File: src/rtl/synth_pkg.sv
// Note codes and tone tables shared by the melody sequencers and the tone generator.
package synth_pkg;

    localparam logic [3:0] NOTE_A3   = 4'd0;
    localparam logic [3:0] NOTE_B3   = 4'd1;
    localparam logic [3:0] NOTE_C_S4 = 4'd2;
    localparam logic [3:0] NOTE_D4   = 4'd3;
    localparam logic [3:0] NOTE_E4   = 4'd4;
    localparam logic [3:0] NOTE_F_S4 = 4'd5;
    localparam logic [3:0] NOTE_G_S4 = 4'd6;
    localparam logic [3:0] NOTE_A4   = 4'd7;
    localparam logic [3:0] NOTE_B4   = 4'd8;
    localparam logic [3:0] NOTE_C_S5 = 4'd9;
    localparam logic [3:0] NOTE_D5   = 4'd10;
    localparam logic [3:0] NOTE_E5   = 4'd11;
    localparam logic [3:0] NOTE_F_S5 = 4'd12;
    localparam logic [3:0] NOTE_G_S5 = 4'd13;
    localparam logic [3:0] NOTE_A5   = 4'd14;
    localparam logic [3:0] NOTE_REST = 4'd15;

    // A major scale, A3..A5, in centihertz; rest maps to 0.
    function automatic longint unsigned note_chz(input logic [3:0] n);
        case (n)
            4'd0:    return 64'd22000;
            4'd1:    return 64'd24694;
            4'd2:    return 64'd27718;
            4'd3:    return 64'd29366;
            4'd4:    return 64'd32963;
            4'd5:    return 64'd36999;
            4'd6:    return 64'd41530;
            4'd7:    return 64'd44000;
            4'd8:    return 64'd49388;
            4'd9:    return 64'd55437;
            4'd10:   return 64'd58733;
            4'd11:   return 64'd65926;
            4'd12:   return 64'd73999;
            4'd13:   return 64'd83061;
            4'd14:   return 64'd88000;
            default: return 64'd0;
        endcase
    endfunction

    // Half-period in clock cycles: clk_hz / (2 * Hz) = clk_hz * 50 / cHz.
    function automatic longint unsigned half_period(input longint unsigned clk_hz,
                                                    input logic [3:0] n);
        if (note_chz(n) == 64'd0) return 64'd0;
        return (clk_hz * 64'd50) / note_chz(n);
    endfunction

endpackage

File: src/rtl/note_synth_tone_voice.sv
// One square-wave voice: half-period counter restarted on every note change.
module tone_voice
    import synth_pkg::*;
#(
    parameter longint unsigned CLK_HZ = 50000000,
    parameter int              CNT_W  = 18
) (
    input  logic       clk,
    input  logic       reset,
    input  logic       en,
    input  logic [3:0] code,
    output logic       ph
);

    logic [CNT_W-1:0] reload_tab [16];

    for (genvar i = 0; i < 16; i++) begin : g_tab
        localparam longint unsigned HALF = half_period(CLK_HZ, 4'(i));
        if (i == int'(NOTE_REST)) begin : g_rest
            assign reload_tab[i] = '0;
        end else begin : g_note
            if (HALF < 64'd2 || HALF > (64'd1 << CNT_W)) begin : g_bad
                $error("tone_voice: half-period out of range for note %0d", i);
            end
            assign reload_tab[i] = CNT_W'(HALF - 64'd1);
        end
    end

    logic [CNT_W-1:0] cnt_q, cnt_d;
    logic             ph_q, ph_d;
    logic [3:0]       lc_q, lc_d;

    always_comb begin
        cnt_d = cnt_q;
        ph_d  = ph_q;
        lc_d  = lc_q;
        if (!en || code == NOTE_REST) begin
            // lc keeps tracking the code so a re-enable on the same note resumes at once
            cnt_d = '0;
            ph_d  = 1'b0;
            lc_d  = code;
        end else if (code != lc_q) begin
            cnt_d = reload_tab[code];
            ph_d  = 1'b0;
            lc_d  = code;
        end else if (cnt_q == '0) begin
            cnt_d = reload_tab[code];
            ph_d  = ~ph_q;
        end else begin
            cnt_d = cnt_q - CNT_W'(1);
        end
    end

    always_ff @(posedge clk) begin
        if (reset) begin
            cnt_q <= '0;
            ph_q  <= 1'b0;
            lc_q  <= NOTE_REST;
        end else begin
            cnt_q <= cnt_d;
            ph_q  <= ph_d;
            lc_q  <= lc_d;
        end
    end

    assign ph = ph_q;

endmodule

File: src/rtl/note_synth.sv
// Two-voice square-wave tone generator with 2-bit level and 1-bit delta-sigma outputs.
module note_synth
    import synth_pkg::*;
#(
    parameter longint unsigned CLK_HZ = 50000000,
    parameter int              CNT_W  = 18
) (
    input  logic       clk,
    input  logic       reset,
    input  logic       enable,
    input  logic [3:0] sound1,
    input  logic [3:0] sound2,
    output logic [1:0] audio_level,
    output logic       pdm_out
);

    localparam int NUM_VOICES = 2;

    // Inputs change off the sequencer's negedge, so capture them once here.
    logic [NUM_VOICES-1:0][3:0] n_q, n_d;
    logic                       en_q, en_d;
    logic [NUM_VOICES-1:0]      ph;
    logic [1:0]                 lvl_q, lvl_d;
    logic [1:0]                 acc_q, acc_d;
    logic                       pdm_q, pdm_d;
    logic [2:0]                 sum;

    for (genvar v = 0; v < NUM_VOICES; v++) begin : g_voice
        tone_voice #(
            .CLK_HZ(CLK_HZ),
            .CNT_W (CNT_W)
        ) u_voice (
            .clk  (clk),
            .reset(reset),
            .en   (en_q),
            .code (n_q[v]),
            .ph   (ph[v])
        );
    end

    always_comb begin
        n_d   = {sound2, sound1};
        en_d  = enable;
        lvl_d = {1'b0, ph[0]} + {1'b0, ph[1]};
        sum   = {1'b0, acc_q} + {1'b0, lvl_q};
        pdm_d = 1'b0;
        acc_d = sum[1:0];
        if (sum >= 3'd2) begin
            pdm_d = 1'b1;
            acc_d = 2'(sum - 3'd2);
        end
    end

    always_ff @(posedge clk) begin
        if (reset) begin
            n_q   <= {NOTE_REST, NOTE_REST};
            en_q  <= 1'b0;
            lvl_q <= 2'd0;
            acc_q <= 2'd0;
            pdm_q <= 1'b0;
        end else begin
            n_q   <= n_d;
            en_q  <= en_d;
            lvl_q <= lvl_d;
            acc_q <= acc_d;
            pdm_q <= pdm_d;
        end
    end

    assign audio_level = lvl_q;
    assign pdm_out     = pdm_q;

endmodule

File: config.mk
export PLATFORM = sky130hd
export DESIGN_NAME = note_synth
export DESIGN_NICKNAME = d
export VERILOG_FILES = /design/src/rtl/synth_pkg.sv /design/src/rtl/note_synth_tone_voice.sv /design/src/rtl/note_synth.sv
export SDC_FILE = /design/constraint.sdc
export NUM_CORES = 1
export LEC_CHECK = 0
export CAP_MARGIN = 20
export CORE_MARGIN = 1
export CORE_UTILIZATION = 45
export CTS_BUF_LIST = sky130_fd_sc_hd__clkbuf_8
export CTS_CLUSTER_DIAMETER = 150
export DETAILED_ROUTE_END_ITERATION = 12
export GPL_TIMING_DRIVEN = 0
export MAX_ROUTING_LAYER = met4
export PLACE_DENSITY = 0.65
export SLEW_MARGIN = 10
export SYNTH_ARGS = -nofsm -noshare
export SYNTH_HDL_FRONTEND = slang
export SYNTH_SLANG_ARGS = --single-unit
File: constraint.sdc
create_clock -name clk -period 2.4 [get_ports clk]
set_clock_uncertainty 0.15 [all_clocks]
set_input_delay 0.72 -clock clk [delete_from_list [all_inputs] [get_ports clk]]
set_output_delay 0.72 -clock clk [all_outputs]
set_load 0.03 [all_outputs]
==> qor.yml <==
outcome: "finished clean"
setup_viol: 0
ys_async_sr_fraction_pct: 0
yosysMostFrequentCell: "dfxtp_1"
coreArea_mm2: 0.00822
power.internal_w: 0.00186
postRouteAntennaNets: 0
grtUsageTotal_pct: 20.5
grt-ovfl-total: 0
diodes: 0
hold_viol: 0
dominantRegCellSynth: "dfxtp_1"
clkPwrFrac_pct: 35.0
cap_viol_max_count: 0
synth_area_leaders: "dfxtp_1 32%, ha_1 7.9%, mux4_2 5.9%"
postSynthAreaPerCell_um2: 9.37
p_seq_share_pct: 39.8
cts_tree: "built"
final_core_util_pct: 52.0
synth_top_area_share_pct: 31.6
power_leakage_nw: 1.68
antenna_found_initial: 0
synth_common_cells: "60 x dfxtp_1, 41 x nor2_1, 24 x ha_1"
clock_sink_count: 60
syn-num-nets: 442
tightest_slew_ns: 0.570
fin_nets: 465
cp-end-kind: "flop"
fin_crit_ns: 2.27
firstDrtPassIters: 4
worstPathArrival_ns: 2.35
criticalPathCategory: "reg -> reg"
hp-class: "reg -> reg"
grt_pass1_wl_um: 13700
synth-edff-count: 0
drv_slew: 0
seqCellArea_mm2: 0.00120
yosys_warnings: 0
hold_slack_ns: 0.342
clk_transition_reported_paths_ns: 0.07
switching_share_pct: 30.5
ys_seq_area_share_pct: 31.6
grt_max_degree: 11
die-area_mm2: 0.00883
drc_errors: 0
synth_seq_cells: 60
crit_required_ns: 2.48
powerDensity_mw_per_mm2: 626
drtIter0Drc: 171
routed_via_density: 5.50
die_h_um: 94.0
fill_cells: 752
wl_um: 8180
tns_ns: 0
wl_per_cell_um: 15.2
syn_to_final_growth_pct: 12.4
num_rows: 33
via_count: 2965
final_area_mm2: 0.00428
grt_pass1_vias: 2762
io_buffers: 13
cts_buffer_depth: 2
root_buffer: "clkbuf_8"
synth_area_mm2: 0.00380
final_layout_size_suffix_gt1_share_pct: 18.9
die_w_um: 94.0
synth_cell_types: 54
multi_input_area_mm2: 0.00240
power_frac_comb_pct: 25.3
fmax_mhz: 440
power_switching_w: 0.000817
slew_headroom_pct: 61.9
cts_htree_levels: 3
cts_made_buffers: 9
critical_path.startpoint_type: "flop"
place.gp.congestion: 0.905
layout_worst_path_cycle_share_pct: 94.8
insertion_delay_ns: 0.34
dpl.hpwl_um: 6110
io_pins: 14
rsz0062_at_grt: "false"
crit_fanout: 8
initial_core_util_pct: 46.3
yosys.area.top_type: "dfxtp_1"
ir_drop_mv: 0.283
synthCells: 406
place_area_mm2: 0.00407
==> cells in the final DEF, fill, tap and decap left out, types with 2 or more instances in the layout <==
master           Yosys  final
nor3_1              10     10
nor4_1               8      7
nor4_2               3      4
a311oi_1             6      6
nor2b_1              7      7
mux4_2              10     10
or2_2               16     16
clkbuf_1            13     10
a211oi_2            10     10
xnor2_1             18     18
nand3_1              9      9
xor2_1              19     19
nand2_1             18     18
o31ai_1              4      4
o211ai_1             2      2
a211oi_1            22     22
and2_1               2      2
o21ai_0             13     13
inv_1               15     16
nor3b_1              3      3
nand4_1              3      3
ha_1                24     23
dfxtp_1             60     60
buf_2                8      8
a21oi_1             15     15
clkdlybuf4s50_1      0     13
or3_1                5      5
clkbuf_8             1     12
nor2_1              41     41
nand2b_1             6      6
nand3b_1             3      3
buf_6                2      2
clkbuf_2             0      2
o221ai_1             2      2
clkinv_2             0      2
nor4_4               2      2
mux2i_1              5      5
mux2_2               2      2
==> final timing paths <==
path,depth (start not counted),slack (ns),to,start
worst max register to register,7,0.13,g_voice[1].u_voice.cnt_q[0],n_q[5]
worst max-delay path,7,0.13,g_voice[1].u_voice.cnt_q[0],n_q[5]
worst min-delay path,1,0.34,g_voice[0].u_voice.cnt_q[0],g_voice[0].u_voice.cnt_q[0]
worst min register to register,1,0.34,g_voice[0].u_voice.cnt_q[0],g_voice[0].u_voice.cnt_q[0]
==> metrics by stage <==
stage / setup WS, ns / instances / total power, W
floorplan: 0.329 / 406 / 0.00161
global placement: -0.294 / 524 / 0.00175
detailed placement: -0.299 / 524 / 0.00175
CTS: 0.0471 / 540 / 0.00269
global route: 0.00227 / 539 / 0.00281
finish: 0.126 / 539 / 0.00268
==> worst max-delay path, cell delays in order, from the launching register on <==
cell,delay (ns)
dfxtp_1,0.44
clkbuf_2,0.25
inv_1,0.13
ha_1,0.43
inv_1,0.09
mux4_2,0.48
mux2i_1,0.14
nor2_1,0.05
==> kinds of logic (layout without fill, tap and decap cells) <==
kind of cell | after synthesis | count (layout) | share of synthesized area [%]
simple gates | 145 | 145 | 22.2
compound gates | 80 | 80 | 15.9
flops | 60 | 60 | 31.6
buf+inv | 42 | 70 | 5.59
xor+xnor | 37 | 37 | 8.52
fa+ha+maj | 25 | 25 | 8.42
mux | 17 | 17 | 7.83
==> power groups by stage <==
stage,clock [W],sequential (W),combinational [W]
3_5_place_dp,0,0.00109,0.000666
6_report,0.000935,0.00106,0.000676
2_1_floorplan,0,0.00108,0.000529
3_3_place_gp,0,0.00109,0.000661
4_1_cts,0.000955,0.00106,0.000671
5_1_grt,0.00100,0.00107,0.000742
==> sequential cells by signal (all words and copies together) (netlist names) <==
name,count
pdm_out,1
audio_level,2
en_q,1
acc_q,2
g_voice.u_voice.ph,2
n_q,8
g_voice.u_voice.cnt_q,36
g_voice.u_voice.lc_q,8
==> layer usage <==
metal	wire, µm	part of all wire [%]	GRT usage, %
met1	4290	52	29.1
met2	3480	43	29.2
met3	287	3.5	4.53
met4	116	1.4	5.90
met5	0	0	-
==> area by class of cell <==
class | instances | share of cell area [%]
multi-input combinational | 304 | 56.1
sequential | 60 | 28.1
inverter | 15 | 1.32
tap | 105 | 3.07
timing repair buffer | 13 | 3.04
buffer | 26 | 3.63
clock inverter | 5 | 1.20
clock buffer | 11 | 3.54
==> repair_timing <==
| item | in CTS | in global routing |
|---|---|---|
| gates resized for setup | 1 | 4 |
| setup endpoints to repair | 2 | 19 |
| cloned | 0 | 0 |
| buffers inserted | 0 | 0 |
| hold buffers | 0 | 0 |
| hold endpoints to repair | 0 | 0 |
No activity file was read; power rests on OpenSTA's default activity.
